===== config.mk =====
export PLATFORM = sky130hd
export DESIGN_NAME = serial_pattern_tx
export DESIGN_NICKNAME = d
export VERILOG_FILES = /design/src/rtl/serial_pattern_tx.sv
export SDC_FILE = /design/constraint.sdc
export NUM_CORES = 1
export LEC_CHECK = 0
export CAP_MARGIN = 5
export CORE_UTILIZATION = 35
export CTS_BUF_LIST = sky130_fd_sc_hd__clkbuf_2 sky130_fd_sc_hd__clkbuf_4 sky130_fd_sc_hd__clkbuf_8
export DETAILED_ROUTE_END_ITERATION = 16
export GPL_TIMING_DRIVEN = 0
export SETUP_SLACK_MARGIN = 0.3
export SYNTH_ARGS = -nofsm -noshare
export SYNTH_HDL_FRONTEND = slang
export SYNTH_SLANG_ARGS = --single-unit

===== constraint.sdc =====
create_clock -name clk -period 3.52 [get_ports clk]
set_input_delay 0.352 -clock clk [delete_from_list [all_inputs] [get_ports clk]]
set_output_delay 0.352 -clock clk [all_outputs]
set_load 0.01 [all_outputs]

===== src/rtl/serial_pattern_tx.sv =====
// serial_pattern_tx
//   Serial bit-pattern transmitter. On start (sampled only while idle) the
//   pattern, effective length and repeat count are captured; the pattern is
//   then shifted out LSB-first, one bit per clock, for rep+1 frames with GAP
//   idle cycles between frames. x, x_valid, done (and exp_y) are registered.
//
//   Ports:
//     clk      rising-edge clock
//     reset    synchronous, active-low reset
//     start    transmit request, honoured only in IDLE
//     pattern  WIDTH bits to send, pattern[0] first
//     len      bits per frame; 0 or >WIDTH selects WIDTH
//     rep      extra repetitions (frames = rep+1)
//     x        serial data (IDLE_BIT when not transmitting)
//     x_valid  high while x carries a pattern bit
//     busy     high in every state except IDLE
//     done     one-cycle pulse after the final bit
//     exp_y    (SPT_EXPECT_EN only) Mealy output a 0110 detector should show
//              for the bit currently on x
//
//   Optional feature macro: SPT_EXPECT_EN (adds exp_y and the bit history).
module serial_pattern_tx #(
  parameter int WIDTH    = 16,
  parameter int LEN_W    = 5,
  parameter int REP_W    = 4,
  parameter int GAP      = 0,
  parameter int IDLE_BIT = 1
) (
  input  logic             clk,
  input  logic             reset,
  input  logic             start,
  input  logic [WIDTH-1:0] pattern,
  input  logic [LEN_W-1:0] len,
  input  logic [REP_W-1:0] rep,
  output logic             x,
  output logic             x_valid,
  output logic             busy,
  output logic             done
`ifdef SPT_EXPECT_EN
  ,
  output logic             exp_y
`endif
);

  localparam int   GAP_W  = (GAP > 1) ? $clog2(GAP + 1) : 1;
  localparam logic IDLE_V = (IDLE_BIT != 0);

  typedef enum logic [1:0] {
    S_IDLE  = 2'd0,
    S_SHIFT = 2'd1,
    S_GAP   = 2'd2,
    S_DONE  = 2'd3
  } state_t;

  state_t            state, state_n;
  logic [WIDTH-1:0]  pat_q, pat_n;
  logic [WIDTH-1:0]  sh_q, sh_n;
  logic [LEN_W-1:0]  len_q, len_n;
  logic [LEN_W-1:0]  bit_q, bit_n;
  logic [REP_W-1:0]  frames_q, frames_n;
  logic [GAP_W-1:0]  gap_q, gap_n;
  logic              x_n, x_valid_n, done_n;
  logic [LEN_W-1:0]  eff_len;

  assign eff_len = ((len == '0) || (len > LEN_W'(WIDTH))) ? LEN_W'(WIDTH) : len;
  assign busy    = (state != S_IDLE);

  // bit_q counts the bits already put on x in the current frame, so the
  // frame ends at the edge where bit_q == len_q. x is loaded one edge ahead
  // of the bit it shows, which gives the single-cycle start latency.
  always_comb begin
    state_n   = state;
    pat_n     = pat_q;
    sh_n      = sh_q;
    len_n     = len_q;
    bit_n     = bit_q;
    frames_n  = frames_q;
    gap_n     = gap_q;
    x_n       = IDLE_V;
    x_valid_n = 1'b0;
    done_n    = 1'b0;

    case (state)
      S_IDLE: begin
        if (start) begin
          pat_n     = pattern;
          len_n     = eff_len;
          frames_n  = rep;
          x_n       = pattern[0];
          sh_n      = pattern >> 1;
          bit_n     = LEN_W'(1);
          x_valid_n = 1'b1;
          state_n   = S_SHIFT;
        end
      end

      S_SHIFT: begin
        if (bit_q == len_q) begin
          if (frames_q != '0) begin
            frames_n = frames_q - REP_W'(1);
            if (GAP > 0) begin
              gap_n   = GAP_W'(1);
              state_n = S_GAP;
            end else begin
              x_n       = pat_q[0];
              sh_n      = pat_q >> 1;
              bit_n     = LEN_W'(1);
              x_valid_n = 1'b1;
            end
          end else begin
            done_n  = 1'b1;
            state_n = S_DONE;
          end
        end else begin
          x_n       = sh_q[0];
          sh_n      = sh_q >> 1;
          bit_n     = bit_q + LEN_W'(1);
          x_valid_n = 1'b1;
        end
      end

      S_GAP: begin
        if (gap_q == GAP_W'(GAP)) begin
          x_n       = pat_q[0];
          sh_n      = pat_q >> 1;
          bit_n     = LEN_W'(1);
          x_valid_n = 1'b1;
          state_n   = S_SHIFT;
        end else begin
          gap_n = gap_q + GAP_W'(1);
        end
      end

      S_DONE: begin
        state_n = S_IDLE;
      end

      default: state_n = S_IDLE;
    endcase
  end

  always_ff @(posedge clk) begin
    if (!reset) begin
      state    <= S_IDLE;
      pat_q    <= '0;
      sh_q     <= '0;
      len_q    <= '0;
      bit_q    <= '0;
      frames_q <= '0;
      gap_q    <= '0;
      x        <= IDLE_V;
      x_valid  <= 1'b0;
      done     <= 1'b0;
    end else begin
      state    <= state_n;
      pat_q    <= pat_n;
      sh_q     <= sh_n;
      len_q    <= len_n;
      bit_q    <= bit_n;
      frames_q <= frames_n;
      gap_q    <= gap_n;
      x        <= x_n;
      x_valid  <= x_valid_n;
      done     <= done_n;
    end
  end

`ifdef SPT_EXPECT_EN
  // hist holds the last three emitted bits (hist[0] newest); hcnt saturates
  // at 3 so a freshly cleared history cannot complete 0110 with fewer bits.
  logic [2:0] hist_q, hist_n, hist_base;
  logic [1:0] hcnt_q, hcnt_n, hcnt_base;
  logic       exp_y_n;
  logic       clr;

  assign clr = (state == S_IDLE) && start;

  always_comb begin
    hist_base = clr ? 3'b000 : hist_q;
    hcnt_base = clr ? 2'd0   : hcnt_q;
    hist_n    = hist_base;
    hcnt_n    = hcnt_base;
    exp_y_n   = 1'b0;
    if (x_valid_n) begin
      exp_y_n = !x_n && (hcnt_base == 2'd3) && (hist_base == 3'b011);
      hist_n  = {hist_base[1:0], x_n};
      hcnt_n  = (hcnt_base == 2'd3) ? 2'd3 : hcnt_base + 2'd1;
    end
  end

  always_ff @(posedge clk) begin
    if (!reset) begin
      hist_q <= '0;
      hcnt_q <= '0;
      exp_y  <= 1'b0;
    end else begin
      hist_q <= hist_n;
      hcnt_q <= hcnt_n;
      exp_y  <= exp_y_n;
    end
  end
`endif

endmodule

==> results.md <==
* Outcome: complete, no violations
* Slew @ Worst Pin at 0.685 ns
* Min Hold Slack at 0.478 ns
* Avg WL per Cell at 16.0 um
* Slowest cell delay on critical path at 0.42 ns
* Syn avg cell area at 7.45 sq um
* Share of the synthesized area in the top cell type at 0.359
* Area leader, netlist: dfxtp_1
* Final HPWL DP at 5770 um
* Commonest non-fill, non-tap cell in the layout: nand2_1
* Clock share of power at 0.128
* HP Class: register to register
* Die height at 91.2 um
* Final Non-Filler Cells at 514
* Post-synthesis cell type count at 41
* Sequential share of the synthesized area at 0.359
* CP startpoint kind: register
* Antenna Cells at 0
* CP endpoint kind: register
* Switch Pwr at 1.31 mW
* Synth Area in Compound Gates at 0.216
* First-pass GRT wire length at 14000 um
* Root Buffer: clkbuf_8
* Post-Route M1 WL at 3920 um
* Pwr dens at 820 nW/um^2
* Tmin final at 2.19 ns
* CP Class: register to register
* Largest family of logic cells by synthesized area: simple AND/OR/NAND/NOR gates
* Core area at 7730 sq um
* Fraction of final layout cells sized beyond drive strength 1 at 0.0510
* Xor and xnor area share after synthesis at 0.0251
* Die area at 8330 sq um
* Global placement routability congestion at 0.884
* Post-synthesis simple-gate area fraction at 0.288
* Slowest cell on the critical path: dfxtp_1
* Adder-Cell Fraction of Synth Area at 0.0359
* Syn nets at 410
* Total Power at 2.71 mW
* Met2 WL post-DR at 3820 um
* Critical path arrival at 2.40 ns
* Detail Route Antenna Nets at 0
* Vias/cell at 5.62
* Mux cell area share after synthesis at 0.0148
* Clk buf depth at 2
* Drt first pass iters at 5
* Final Setup Violations at 0
* Final wirelength at 8240 um
* Chip width at 91.2 um
* Initial Util at 0.361
* Total CTS buffers at 5
* Netlist Area Pre-Place at 2790 sq um
* Commonest non-fill, non-tap cells in the layout: 76 x nand2_1, 50 x dfxtp_1, 35 x nand3_1
* Via count at 2887
* Row count at 32
* Total grt overflow at 0
* Post-route setup TNS at 0 ns
* Combinational Power Share at 0.571
* Final Slew Violations at 0
* Worst Path Required at 3.73 ns
* Placed cells at 506
* Clock Latency Late Sink at 0.31 ns
* # DRC at 0
* Worst-path cell chain: inv_1 -> ha_1 -> clkbuf_1 -> o31ai_1 -> a41o_1 -> buf_2 -> nor2_1 -> a32o_1
* Worst-path clk slew at 0.10 ns
* Largest cells by area after synthesis: dfxtp_1 36%, nand2_1 10%, nand3_1 6.3%
* # hold bufs at CTS at 0
* I/O pin cnt at 32
* Vias in the first global route at 2875
* Max Cap Viol at 0
* Layout Nets at 447
* Buffers added on ports at 30
* CTS sink count at 50
* Largest net degree at the start of global routing at 17
* Static leakage at 1.17 nW
* Sequential power share at 0.300
* Synth warnings at 0
* Initial antenna violation count at 0
* Peak supply drop at 0.336 mV
* Gate count after technology mapping at 374
* H-tree levels at 2
* Clock Skews at 0.0104 ns
* P&R area growth vs syn at 18.6%
* GRT Total Usage at 0.211
* #FFs+latches synth at 50
* Internal power at 1.40 mW
* Met3 routed WL at 433 um
* DR top layer: met4
* Post-CTS Resized at 0
* CTS tree: yes
* Post-route clock period utilization at 0.622
* Initial drt markers at 224
* Slew headroom at 0.544
* Post CTS Setup Buffer Count at 0
* Fmax at 456 MHz
* Final hold violations at 0
* RSZ-0062 raised after global routing: no
* Crit Path Max Fanout at 10
* Switching Fraction at 0.485
==> cells in the mapped netlist <==
| master | count |
|---|---|
| nand2_1 | 76 |
| dfxtp_1 | 50 |
| nand3_1 | 35 |
| a21oi_1 | 25 |
| clkbuf_1 | 24 |
| nor2_1 | 19 |
| o21ai_0 | 19 |
| a31oi_1 | 18 |
| nand4_1 | 17 |
| a32o_1 | 13 |
| inv_1 | 10 |
| ha_1 | 8 |
| buf_2 | 7 |
| xnor2_1 | 7 |
| nand2b_1 | 6 |
| a211oi_1 | 4 |
| and3_1 | 3 |
| mux2i_1 | 3 |
| nand3b_1 | 3 |
| and2_1 | 2 |
| buf_1 | 2 |
| o211ai_1 | 2 |
| o32ai_1 | 2 |
| or4_1 | 2 |
| a21o_1 | 1 |
| a41o_1 | 1 |
| a41oi_2 | 1 |
| and4_1 | 1 |
| mux2_2 | 1 |
| nand2_2 | 1 |
| nor2b_1 | 1 |
| nor3_1 | 1 |
| nor3b_2 | 1 |
| nor4_2 | 1 |
| o211a_1 | 1 |
| o221a_2 | 1 |
| o22ai_1 | 1 |
| o311ai_0 | 1 |
| o31ai_1 | 1 |
| or3_1 | 1 |
| xor2_1 | 1 |
==> registers in the layout, summed over array words and instances (netlist names) <==
signal / cells
x_valid: 1
frames_q: 4
done: 1
pat_q: 16
x: 1
bit_q: 5
sh_q: 15
state: 2
len_q: 5
==> through the flow <==
stage,util,setup slack (ns),instance area (sq um)
4_1_cts,0.428,1.33,3310
2_1_floorplan,-,1.67,2790
5_1_grt,0.428,1.09,3310
3_3_place_gp,0.416,1.23,3220
3_5_place_dp,0.416,1.18,3220
6_report,0.428,1.33,3310
==> final timing paths <==
| kind | startpoint | endpoint | slack [ns] | depth (start not counted) |
|---|---|---|---|---|
| setup reg to reg | state[0] | sh_q[8] | 1.33 | 8 |
| hold reg to reg | len_q[1] | len_q[1] | 0.48 | 2 |
| hold / removal | len_q[1] | len_q[1] | 0.48 | 2 |
| setup / recovery | state[0] | sh_q[8] | 1.33 | 8 |
==> power by group through the flow <==
stage | clock (mW) | sequential (mW) | combinational [mW]
after floorplan | 0 | 0.805 | 1.09
after global placement | 0 | 0.822 | 1.51
after detailed placement | 0 | 0.826 | 1.53
after CTS | 0.358 | 0.813 | 1.53
after global routing | 0.375 | 0.833 | 1.73
final | 0.348 | 0.815 | 1.55
==> kinds of logic after synthesis <==
logic type      Yosys count
xor+xnor                  8
mux                       4
compound gates           91
flops                    50
buf+inv                  43
simple gates            170
fa+ha+maj                 8
==> metal layers <==
metal,vias up,track usage
met4,0,0.0701
li1,1419,-
met2,89,0.353
met1,1373,0.274
met3,6,0.0335
met5,-,0
==> cell type report <==
type,instances,area (sq um)
Fill cell,813,4420
Timing Repair Buffer,30,300
Clock inverter,3,21.3
Multi-Input combinational cell,281,1620
Inverter,10,37.5
Sequential cell,50,1000
Buffer,33,133
Clock buffer,5,68.8
Tap cell,102,128
==> worst max-delay path, delay by kind of cell (launching register included) <==
family / cells / cell delay, ns
DFF: 1 / 0.42
and+or+nand+nor: 1 / 0.08
adders and majority gates: 1 / 0.19
buffers and inverters: 3 / 0.59
AOI/OAI and AO/OA: 3 / 0.82
(Power assumes the default switching activity.)
